==> src/rtl/mem_wb_stage_pkg.sv <==
// Shared types for the memory-access / write-back stage.
// Load-type codes match the execute stage's is_load_mem encoding.
package mem_wb_stage_pkg;

  typedef enum logic [2:0] {
    LD_NONE = 3'd0,
    LD_W    = 3'd1,
    LD_H    = 3'd2,
    LD_B    = 3'd3,
    LD_HU   = 3'd4,
    LD_BU   = 3'd5,
    LD_FW   = 3'd6
  } load_t;

  typedef enum logic {
    IDLE = 1'b0,
    WAIT = 1'b1
  } mem_state_t;

  localparam int TIMEOUT_DEF = 255;

endpackage

==> src/rtl/mem_wb_stage_load_align.sv <==
// Shifts the raw memory word down to the addressed byte/half and extends it.
// Codes outside the defined load types fall back to full-word behaviour.
module load_align
  import mem_wb_stage_pkg::*;
(
  input  logic [31:0] dm_rdata,
  input  logic [1:0]  offset,
  input  load_t       ld_type,
  output logic [31:0] ld_data
);

  logic [31:0] sh;

  always_comb begin
    sh = dm_rdata >> {offset, 3'b000};
    case (ld_type)
      LD_B:    ld_data = {{24{sh[7]}}, sh[7:0]};
      LD_BU:   ld_data = {24'b0, sh[7:0]};
      LD_H:    ld_data = {{16{sh[15]}}, sh[15:0]};
      LD_HU:   ld_data = {16'b0, sh[15:0]};
      default: ld_data = dm_rdata;
    endcase
  end

endmodule

==> src/rtl/mem_wb_stage.sv <==
// Memory-access stage and MEM/WB register: issues loads, stalls on slow memory,
// aborts loads that exceed TIMEOUT_CYC wait cycles and flags them in dm_err.
module mem_wb_stage
  import mem_wb_stage_pkg::*;
#(
  parameter int TIMEOUT_CYC = TIMEOUT_DEF,
  parameter int CNT_W       = 8
) (
  input  logic        clk,
  input  logic        rst,
  input  logic [31:0] alu_out_mem,
  input  logic [4:0]  rd_addr_mem,
  input  logic        wb_en_mem,
  input  logic        float_wb_en_mem,
  input  logic [2:0]  is_load_mem,
  output logic        dm_req,
  output logic [31:0] dm_addr,
  input  logic        dm_ready,
  input  logic [31:0] dm_rdata,
  output logic        mem_stall,
  output logic        dm_err,
  output logic [31:0] wb_data,
  output logic [4:0]  rd_addr_wb,
  output logic        wb_en_wb,
  output logic        float_wb_en_wb
);

  mem_state_t       state;
  logic [CNT_W-1:0] count;
  logic             is_load;
  logic             timeout;
  logic [31:0]      ld_data;
  logic [31:0]      wb_next;

  load_align u_align (
    .dm_rdata (dm_rdata),
    .offset   (alu_out_mem[1:0]),
    .ld_type  (load_t'(is_load_mem)),
    .ld_data  (ld_data)
  );

  assign is_load = (is_load_mem != LD_NONE);
  assign timeout = (state == WAIT) && !dm_ready && (count == CNT_W'(TIMEOUT_CYC));
  assign wb_next = is_load ? ld_data : alu_out_mem;
  assign dm_addr = {alu_out_mem[31:2], 2'b00};

  // Gated by rst so the request drops the instant reset asserts, even if
  // upstream still presents a load.
  always_comb begin
    dm_req    = rst && ((state == WAIT) || is_load);
    mem_stall = dm_req && !dm_ready && !timeout;
  end

  always_ff @(posedge clk or negedge rst) begin
    if (!rst) begin
      state          <= IDLE;
      count          <= '0;
      wb_data        <= '0;
      rd_addr_wb     <= '0;
      wb_en_wb       <= 1'b0;
      float_wb_en_wb <= 1'b0;
      dm_err         <= 1'b0;
    end else begin
      case (state)
        IDLE: begin
          if (!is_load || dm_ready) begin
            wb_data        <= wb_next;
            rd_addr_wb     <= rd_addr_mem;
            wb_en_wb       <= wb_en_mem;
            float_wb_en_wb <= float_wb_en_mem;
          end else begin
            state          <= WAIT;
            count          <= CNT_W'(1);
            wb_en_wb       <= 1'b0;
            float_wb_en_wb <= 1'b0;
          end
        end
        WAIT: begin
          if (dm_ready) begin
            state          <= IDLE;
            wb_data        <= wb_next;
            rd_addr_wb     <= rd_addr_mem;
            wb_en_wb       <= wb_en_mem;
            float_wb_en_wb <= float_wb_en_mem;
          end else if (timeout) begin
            // Abandoned load: write-back suppressed, error latched until reset.
            state          <= IDLE;
            dm_err         <= 1'b1;
            wb_en_wb       <= 1'b0;
            float_wb_en_wb <= 1'b0;
          end else begin
            count          <= count + CNT_W'(1);
            wb_en_wb       <= 1'b0;
            float_wb_en_wb <= 1'b0;
          end
        end
        default: state <= IDLE;
      endcase
    end
  end

endmodule

==> config.mk <==
export PLATFORM = sky130hd
export DESIGN_NAME = mem_wb_stage
export DESIGN_NICKNAME = d
export VERILOG_FILES = /design/src/rtl/mem_wb_stage_pkg.sv /design/src/rtl/mem_wb_stage_load_align.sv /design/src/rtl/mem_wb_stage.sv
export SDC_FILE = /design/constraint.sdc
export NUM_CORES = 1
export LEC_CHECK = 0
export CAP_MARGIN = 20
export CORE_UTILIZATION = 39
export CTS_CLUSTER_DIAMETER = 120
export DETAILED_ROUTE_END_ITERATION = 8
export PLACE_DENSITY = 0.88
export SLEW_MARGIN = 15
export SYNTH_ARGS = -nofsm -noshare
export SYNTH_HDL_FRONTEND = slang
export SYNTH_SLANG_ARGS = --single-unit
==> constraint.sdc <==
create_clock -name clk -period 2.05 [get_ports clk]
set_clock_uncertainty 0.15 [all_clocks]
set_input_delay 0.41 -clock clk [delete_from_list [all_inputs] [get_ports clk]]
set_output_delay 0.41 -clock clk [all_outputs]
set_load 0.1 [all_outputs]
==> qor.csv <==
stage;metric;value;unit
outcome;status;finished with violations;
outcome;violations;negative setup slack;
layout;area_delta_synth_final;73.07;%
floorplan;initial_core_util;40.51;%
critical_path;required;1.49;ns
routing;avgViaCountPerCell;6.054;
cts;clock_latency;0.31;ns
routing;wirelength;13580;um
floorplan;io_pins;151;
critical_path;end_kind;output port;
pwr;powerDensity;717.7;nW/um^2
grt;grt-ovfl-total;0;
timing;timing.fmax;432.7;MHz
routing;wl_per_cell;20.00;um
critical_path;worstPathArrival;1.75;ns
timing;finalSetupViolCount;4;
timing;tightest_slew;0.8367;ns
timing;slew_violations;0;
pwr;vdd_ir_drop_max;0.3912;mV
timing;post-route-min-period;2.311;ns
place;place_congestion;0.9980;
grt;antenna_found_initial;0;
grt;grt_usage;27.17;%
timing;fin_crit_sh;112.7;%
routing;drtAntennaViolNets;0;
synthesis;synth_most_common_cell;dfrtp_1;
layout;seq_area;1227;sq um
flow_run;cap_violations;0;
synthesis;yosysTopAreaCellShare;34.54;%
critical_path;startpoint_type;flip-flop;
cts;clock_path_buffers;2;
layout;antenna_cells;0;
synthesis;ys.flop_type;dfrtp_1;
cts;clock-sinks;49;
timing;setup_ws;-0.2611;ns
synthesis;syn_area_per_cell;8.472;sq um
timing;slew_headroom;44.03;%
layout;multi_input_area;1919;sq um
synthesis;yosys.area.top_type;dfrtp_1;
cts;clk_pin_slew;0.10;ns
place;portBuffers;148;
grt;grt_pass1_vias;3984;
synthesis;synth-async-reset-ratio;100.0;%
routing;route.detailed.drc;0;
layout;n_fill_cell;597;
synthesis;ys_ff_latch;49;
synthesis;synth_cell_types;58;
critical_path;endpoint;mem_stall;
floorplan;rows;34;
critical_path;r2r-start;count[0];
layout;finish.utilization;70.10;%
floorplan;die_w;97.40;um
synthesis;yosysWarnings;0;
cts;tritoncts;done;
synthesis;postSynthCellCount;419;
cts;h-tree-depth;2;
grt;grt_pass1_wl;20470;um
layout;drive_above_1_share;31.00;%
floorplan;dieArea;9487;sq um
cts;cts_buffers;5;
pwr;leakage;2.644;nW
critical_path;worst-r2r-setup-slack;-0.15;ns
critical_path;worst_r2r_path_depth;10;
synthesis;netlist_top_cells_area;dfrtp_1, buf_4, a21oi_1;
synthesis;seq_area_frac_synth;34.54;%
synthesis;netlist_area;3550;sq um
worst_hold_path;hold_path_class;in2async;
timing;tns;-0.6286;ns
timing;finalHoldViolations;0;
timing;rsz0062_at_grt;true;
critical_path;cp-startpoint;count[0];
routing;num_vias;4111;
critical_path;criticalPathCategory;reg2out;
synthesis;synth-edff-count;0;
routing;dr.pass1.iters;6;
grt;grt_max_degree;33;
floorplan;die_h;97.40;um
pwr;p_total;4.409;mW
routing;drt_iter0_drc;321;
place;dp_hpwl;9819;um
critical_path;path_max_fanout;4;
synthesis;ys_top_cells_by_count;dfrtp_1, nand2_1, a21oi_1, nor2_1, buf_4;
cts;cts_root_buffer;clkbuf_8;
floorplan;core_area;8763;sq um
layout;nets;648;
critical_path;r2r_end;count[0];
[flip-flops by register name, summed over array words and instances (netlist names)]
signal          flops
wb_data            32
count               8
rd_addr_wb          5
dm_err              1
float_wb_en_wb      1
state               1
wb_en_wb            1
[worst min-delay path by stage]
stage / depth (start not counted) / end / slack, ns / start
6_report: 2 / wb_data[10] / 0.02 / rst
5_1_grt: 2 / wb_data[12] / 0.08 / rst
4_1_cts: 2 / wb_data[12] / 0.05 / rst
3_5_place_dp: 2 / dm_err / 0.29 / rst
3_3_place_gp: 2 / state / 0.29 / rst
2_1_floorplan: 0 / count[0] / -0.04 / rst
[layer usage]
metal	routed length, um	vias up	GRT usage [%]
met5	0	-	0
met4	694	0	15.50
met3	1325	77	6.619
met2	6764	314	45.88
met1	4796	1938	31.32
li1	-	1782	-
[layout make-up]
type                    instances  share of cell area (%)
repair buffers                208                   43.77
multi-input cells             291                   31.24
flip-flops and latches         49                   19.98
well taps                     108                   2.200
clock buffers                   7                   1.405
inverters                      15                  0.9165
clock inverters                 1                  0.4888
[power breakdown]
group / internal (mW) / switching, mW
clock network: 0.398 / 0.336
logic: 0.928 / 1.53
registers: 1.08 / 0.138
total: 2.41 / 2.00
[critical path: stages (launching register included)]
cell	delay [ns]
dfrtp_1	0.44
ha_4	0.18
nand4_1	0.17
o211ai_4	0.28
inv_2	0.07
and2_4	0.15
buf_12	0.16
[what timing repair did]
action	4_1_cts	5_1_grt
gates cloned	0	1
hold buffers	1	0
hold endpoints to repair	17	0
gates resized for setup	10	22
setup endpoints to repair	37	39
pin swaps	2	6
setup buffers	6	6
[through the flow]
stage	cells	hold WS (ns)	area (sq um)	setup slack, ns
final	679	0.02435	6143	-0.2611
after global routing	679	0.07538	6143	-0.2745
after CTS	675	0.05346	6003	-0.1825
after detailed placement	660	0.2866	5821	-0.5596
after global placement	660	0.2851	5821	-0.4342
after floorplan	420	-0.03559	3561	-0.07695
[kinds of logic after synthesis]
logic type                 share of synthesized area [%]
other                                             0.1056
AOI/OAI and AO/OA                                  27.85
DFF                                                34.54
muxes                                              5.076
adders and majority gates                         0.3524
buffers and inverters                              13.89
xor gates and xnor gates                          0.2468
and+or+nand+nor                                    17.94
[layout by cell type (no fill, tap or decap), types with 8 or more instances in the layout]
cell type	Yosys	routed
buf_12	0	72
clkdlybuf4s50_1	0	69
buf_4	34	54
dfrtp_1	49	48
nand2_1	44	44
nor2_1	35	35
a21oi_1	35	34
a211oi_1	22	19
o21ai_0	13	13
inv_1	14	12
o2bb2ai_1	10	10
and2_1	11	9
o22ai_1	9	9
a31oi_1	9	9
a211o_1	8	8
mux2i_1	9	8
nor3_1	8	8
(Power assumes the default switching activity.)
==> RTL edit 1, RTL diff (config.mk and constraints unchanged) <==
Reset style: synchronous (`rst`), changed in one clocked block.
--- a/src/rtl/mem_wb_stage.sv
+++ b/src/rtl/mem_wb_stage.sv
@@ -53,3 +53,3 @@
 
-  always_ff @(posedge clk or negedge rst) begin
+  always_ff @(posedge clk) begin
     if (!rst) begin
Formal check against the unedited RTL: differs if rst is asserted again (counterexample within 4 cycles, from zero or initial values and one cycle with rst low); with rst held inactive, the same outputs for 10 cycles.
==> RTL edit 1 against the unedited design <==
  * The run still ends with setup timing left
  * Sequential cell count unchanged
  * Critical endpoint unchanged
  * Critical path type unchanged
  * Routed wire length down 6.4%
  * Total power shrank 19%
  * First-iteration DRC count is 1.9% lower
  * Count of clock-buffer cells in the layout down 2
  * Final area down 5.5%
  * Worst setup slack gained 260 ps
  * Synthesized area fell by 2.7%
==> RTL edit 1: results (changes against the unedited design) <==
stage	metric	value	unit	change
placed_design	post-placement cell area	5630	sq um	-3.2%
outcome	failing checks	setup timing		
grt	largest net degree at the start of global routing	37		+12%
detailed_routing	vias post-DR	4046		-1.6%
detailed_routing	M1 WL	4860	um	+1.3%
outcome	status	finished with violations		
placed_design	dpl ws	-437	ps	+123 ps
grt	GR Layer Usage met3	5.37	%	-1.2 points
sta	final worst setup slack	-2.88	ps	+258 ps
cells_and_area	nets	650		+0.31%
setup_path	crit-path max cell delay	400	ps	-40 ps
sta	final setup fails	1		-3
placed_design	Routability Congestion	0.887		-11%
clock_network	H-Tree Depth	2		unchanged
setup_path	worst r2r path cells	4		-6
setup_path	FF-to-FF setup slack	110	ps	+260 ps
detailed_routing	DRT Pass-1 Iters	5		-1
setup_path	crit path DAT	1490	ps	-260 ps
grt	GR Util met1	33.8	%	+2.5 points
grt	initial antenna violation count	0		unchanged
setup_path	CP max FO	6		+2
cells_and_area	layout cells sized above 1	28.3	%	-2.7 points
placed_design	placed cell count	669		+1.4%
placed_design	detailed placer's ending HPWL	9340	um	-4.9%
detailed_routing	1st-iter DRT viols	315		-1.9%
logic_synthesis	commonest cells in the netlist	57 x nand2_1, 49 x dfxtp_1, 34 x buf_4		
power_and_ir_drop	sequential power	1.09	mW	-11%
setup_path	crit-path leading delay family	simple AND/OR/NAND/NOR gates		
sta	slew margin rel.	57.0	%	+13 points
setup_path	FF-to-FF Start	count[2]		
logic_synthesis	post-synthesis sequential area ratio	28.4	%	-6.1 points
clock_network	Skew-Pair Late Insertion Delay	310	ps	about the same
setup_path	Worst path slowest cell	dfxtp_2		
detailed_routing	wire length on met3	1080	um	-19%
setup_path	reg2reg end	count[7]		
logic_synthesis	most area-consuming cells after synthesis	dfxtp_1 28%, buf_4 7.4%, nand2_1 6.2%		
detailed_routing	wire per inst	18.8	um	-6.2%
logic_synthesis	asr flop ratio synth	0	%	-100 points
power_and_ir_drop	Pint	2.07	mW	-14%
grt	first-pass GRT wire length	19700	um	-3.7%
sta	Fin Hold WS	317	ps	+293 ps
power_and_ir_drop	worst vdd ir	350	uV	-11%
logic_synthesis	ys flop type	dfxtp_1		
power_and_ir_drop	Comb pwr share	49.5	%	-6.2 points
grt	vias in the first global route	3864		-3.0%
RTL edit 1: area by class of cell:
class / count / area (sq um)
clock buffers: 5 / 68.8
clock inverters: 3 / 43.8
fillers: 609 / 2580
inverters: 8 / 30.0
multi-input cells: 313 / 2090
flip-flops and latches: 49 / 987
well taps: 105 / 131
repair buffers: 195 / 2460
RTL edit 1: logic make-up after synthesis:
group | share of synthesized area, %
compound gates | 28.2
xor+xnor | 0.508
fa+ha+maj | 0.362
buf+inv | 12.9
flops | 28.4
mux | 8.88
other cells | 0.109
simple gates | 20.6
RTL edit 1: what timing repair did:
action	CTS	global route
resized for setup	19	4
setup buffers	2	0
setup endpoints to repair	29	6
pin swaps	2	3
hold endpoints to repair	0	0
RTL edit 1: per-stage QoR:
stage,power (mW),TNS [ps]
detailed placement,2.85,-15460
floorplan,2.17,-399
CTS,3.58,0
global placement,2.82,-13010
finish,3.59,-2.88
global route,3.70,-55.9
==> RTL edit 2, RTL diff (same flow settings) <==
Without the edit above. Change the parameter `CNT_W` from 8 to 6.
--- a/src/rtl/mem_wb_stage.sv
+++ b/src/rtl/mem_wb_stage.sv
@@ -6,3 +6,3 @@
   parameter int TIMEOUT_CYC = TIMEOUT_DEF,
-  parameter int CNT_W       = 8
+  parameter int CNT_W       = 6
 ) (
Behaviour: same outputs for any inputs over 10 cycles, from zero or initial values and one cycle with rst low; that may be too few to reach the edited logic, so the function may still have changed.
==> RTL edit 2 against the unedited design <==
  * The flow still finishes with violations (setup timing)
  * Final area down 4.9%
  * Total power is 1.2% higher
  * Routed wire length up 2.6%
  * Worst setup slack got worse by 97 ps
  * Sequential share of layout area is 0.14 points higher
  * Utilization increased by 4.4 points
  * Synthesized area fell by 9.3%
  * Sequential cell count down 2
  * Combinational power is 4% higher
  * Clock power down 0.5%
  * Largest cell class unchanged
==> RTL edit 2: results (changes against the unedited design) <==
stage	metric	value	unit	change
outcome	status	finished with violations		
outcome	failing checks	setup timing		
detailed_routing	Vias/cell	6.17		+1.9%
placed_design	Routability Congestion	0.974		-2.4%
placed_design	detailed placer's ending HPWL	9500	um	-3.3%
logic_synthesis	Netlist cell types	47		-19%
power_and_ir_drop	Switch Pwr	2.06	mW	+3.0%
detailed_routing	1st-iter DRT viols	548		+71%
grt	vias in the first global route	4058		+1.9%
power_and_ir_drop	worst vdd ir	414	uV	+5.9%
detailed_routing	metal2 WL	6720	um	-0.71%
min_path	hold crit path type	register to register		
cells_and_area	layout cells sized above 1	30.6	%	-0.39 points
power_and_ir_drop	Pleak	2.51	nW	-5.1%
logic_synthesis	commonest cells in the netlist	55 x nand2_1, 47 x dfrtp_1, 39 x o21ai_0		
logic_synthesis	yosys warns	0		unchanged
detailed_routing	M1 WL	4670	um	-2.6%
setup_path	FF-to-FF Start	count[1]		
cells_and_area	biggest regs	wb_data x32, count x6, rd_addr_wb x5		
sta	final setup fails	5		+1
detailed_routing	Post-Route WL	13900	um	+2.6%
setup_path	crit path DAT	1850	ps	+100 ps
sta	worst slew pin tran	711	ps	-126 ps
cells_and_area	nets	616		-4.9%
logic_synthesis	ys flop type	dfrtp_1		
placed_design	post-placement cell area	5550	sq um	-4.6%
logic_synthesis	post-synthesis sequential area ratio	36.5	%	+2.0 points
sta	final worst setup slack	-359	ps	-97.5 ps
setup_path	CP max FO	2		-2
## RTL edit 2: cell types whose count changed in the layout (fill, tap and decap cells not counted), sizes merged, moves of 11 or more
cell / before / now
a211oi: 23 / 0
a21oi: 36 / 9
a31oi: 9 / 20
nand2: 45 / 56
nor2: 37 / 20
o21a: 0 / 16
o21ai: 13 / 52
## RTL edit 2: final cells by class
cell class	instances	area [sq um]
Tap cell	102	128
Sequential cell	47	1180
Multi-Input combinational cell	272	1690
Clock buffer	6	82.6
Timing Repair Buffer	207	2720
Clock inverter	2	35.0
Inverter	5	18.8
Fill cell	517	2000
## RTL edit 2: timing repair
action / 4_1_cts / 5_1_grt
setup endpoints to repair: 28 / 9
endpoints found under the hold margin: 15 / 0
gates resized for setup: 21 / 13
hold buffers: 1 / 0
pin swaps: 6 / 5
buffers inserted: 9 / 4
## RTL edit 2: worst paths after layout
path,to,slack (ps),cells after the start
min,rd_addr_wb[4],380,2
min reg2reg,rd_addr_wb[4],380,2
max,mem_stall,-360,6
max in group asynchronous,wb_data[18],930,3
min in group asynchronous,dm_err,540,3
max reg2reg,state,-190,12
## RTL edit 2: through the flow
step / instances / total power, mW / setup WS [ps] / setup TNS, ps
CTS: 638 / 4.41 / -284 / -371
detailed placement: 620 / 3.65 / -593 / -15910
floorplan: 388 / 2.60 / -61.8 / -61.8
global route: 641 / 4.58 / -448 / -1220
global placement: 620 / 3.59 / -351 / -11420
finish: 641 / 4.46 / -359 / -784
## RTL edit 2: logic make-up after synthesis
group | share of synthesized area, %
AO/OA/AOI/OAI | 26.6
AND/OR/NAND/NOR | 17.8
flip-flops | 36.5
buffers and inverters | 13.3
adder cells (fa/ha/maj) | 0.389
other | 0.116
multiplexers | 4.51
XOR/XNOR | 0.777
## RTL edit 2: power groups by stage
| stage | Clock (mW) | Sequential (mW) | Combinational, mW |
|---|---|---|---|
| 2_1_floorplan | 0 | 1.91 | 0.690 |
| 3_3_place_gp | 0 | 1.19 | 2.40 |
| 3_5_place_dp | 0 | 1.20 | 2.45 |
| 4_1_cts | 0.729 | 1.19 | 2.49 |
| 5_1_grt | 0.765 | 1.20 | 2.62 |
| 6_report | 0.730 | 1.19 | 2.55 |
## RTL edit 2: critical path, stage by stage, from the launching register on
cell and delay, ps:
dfrtp_1 400, ha_2 210, and4_4 160, a311o_1 370, inv_2 90, and2_4 150, buf_12 170
## RTL edit 2: per-layer routing
| metal | track usage [%] | up-vias |
|---|---|---|
| met5 | 0 | - |
| met4 | 18.8 | 0 |
| met3 | 8.37 | 93 |
| met2 | 54.7 | 362 |
| met1 | 36.5 | 1825 |
| li1 | - | 1674 |
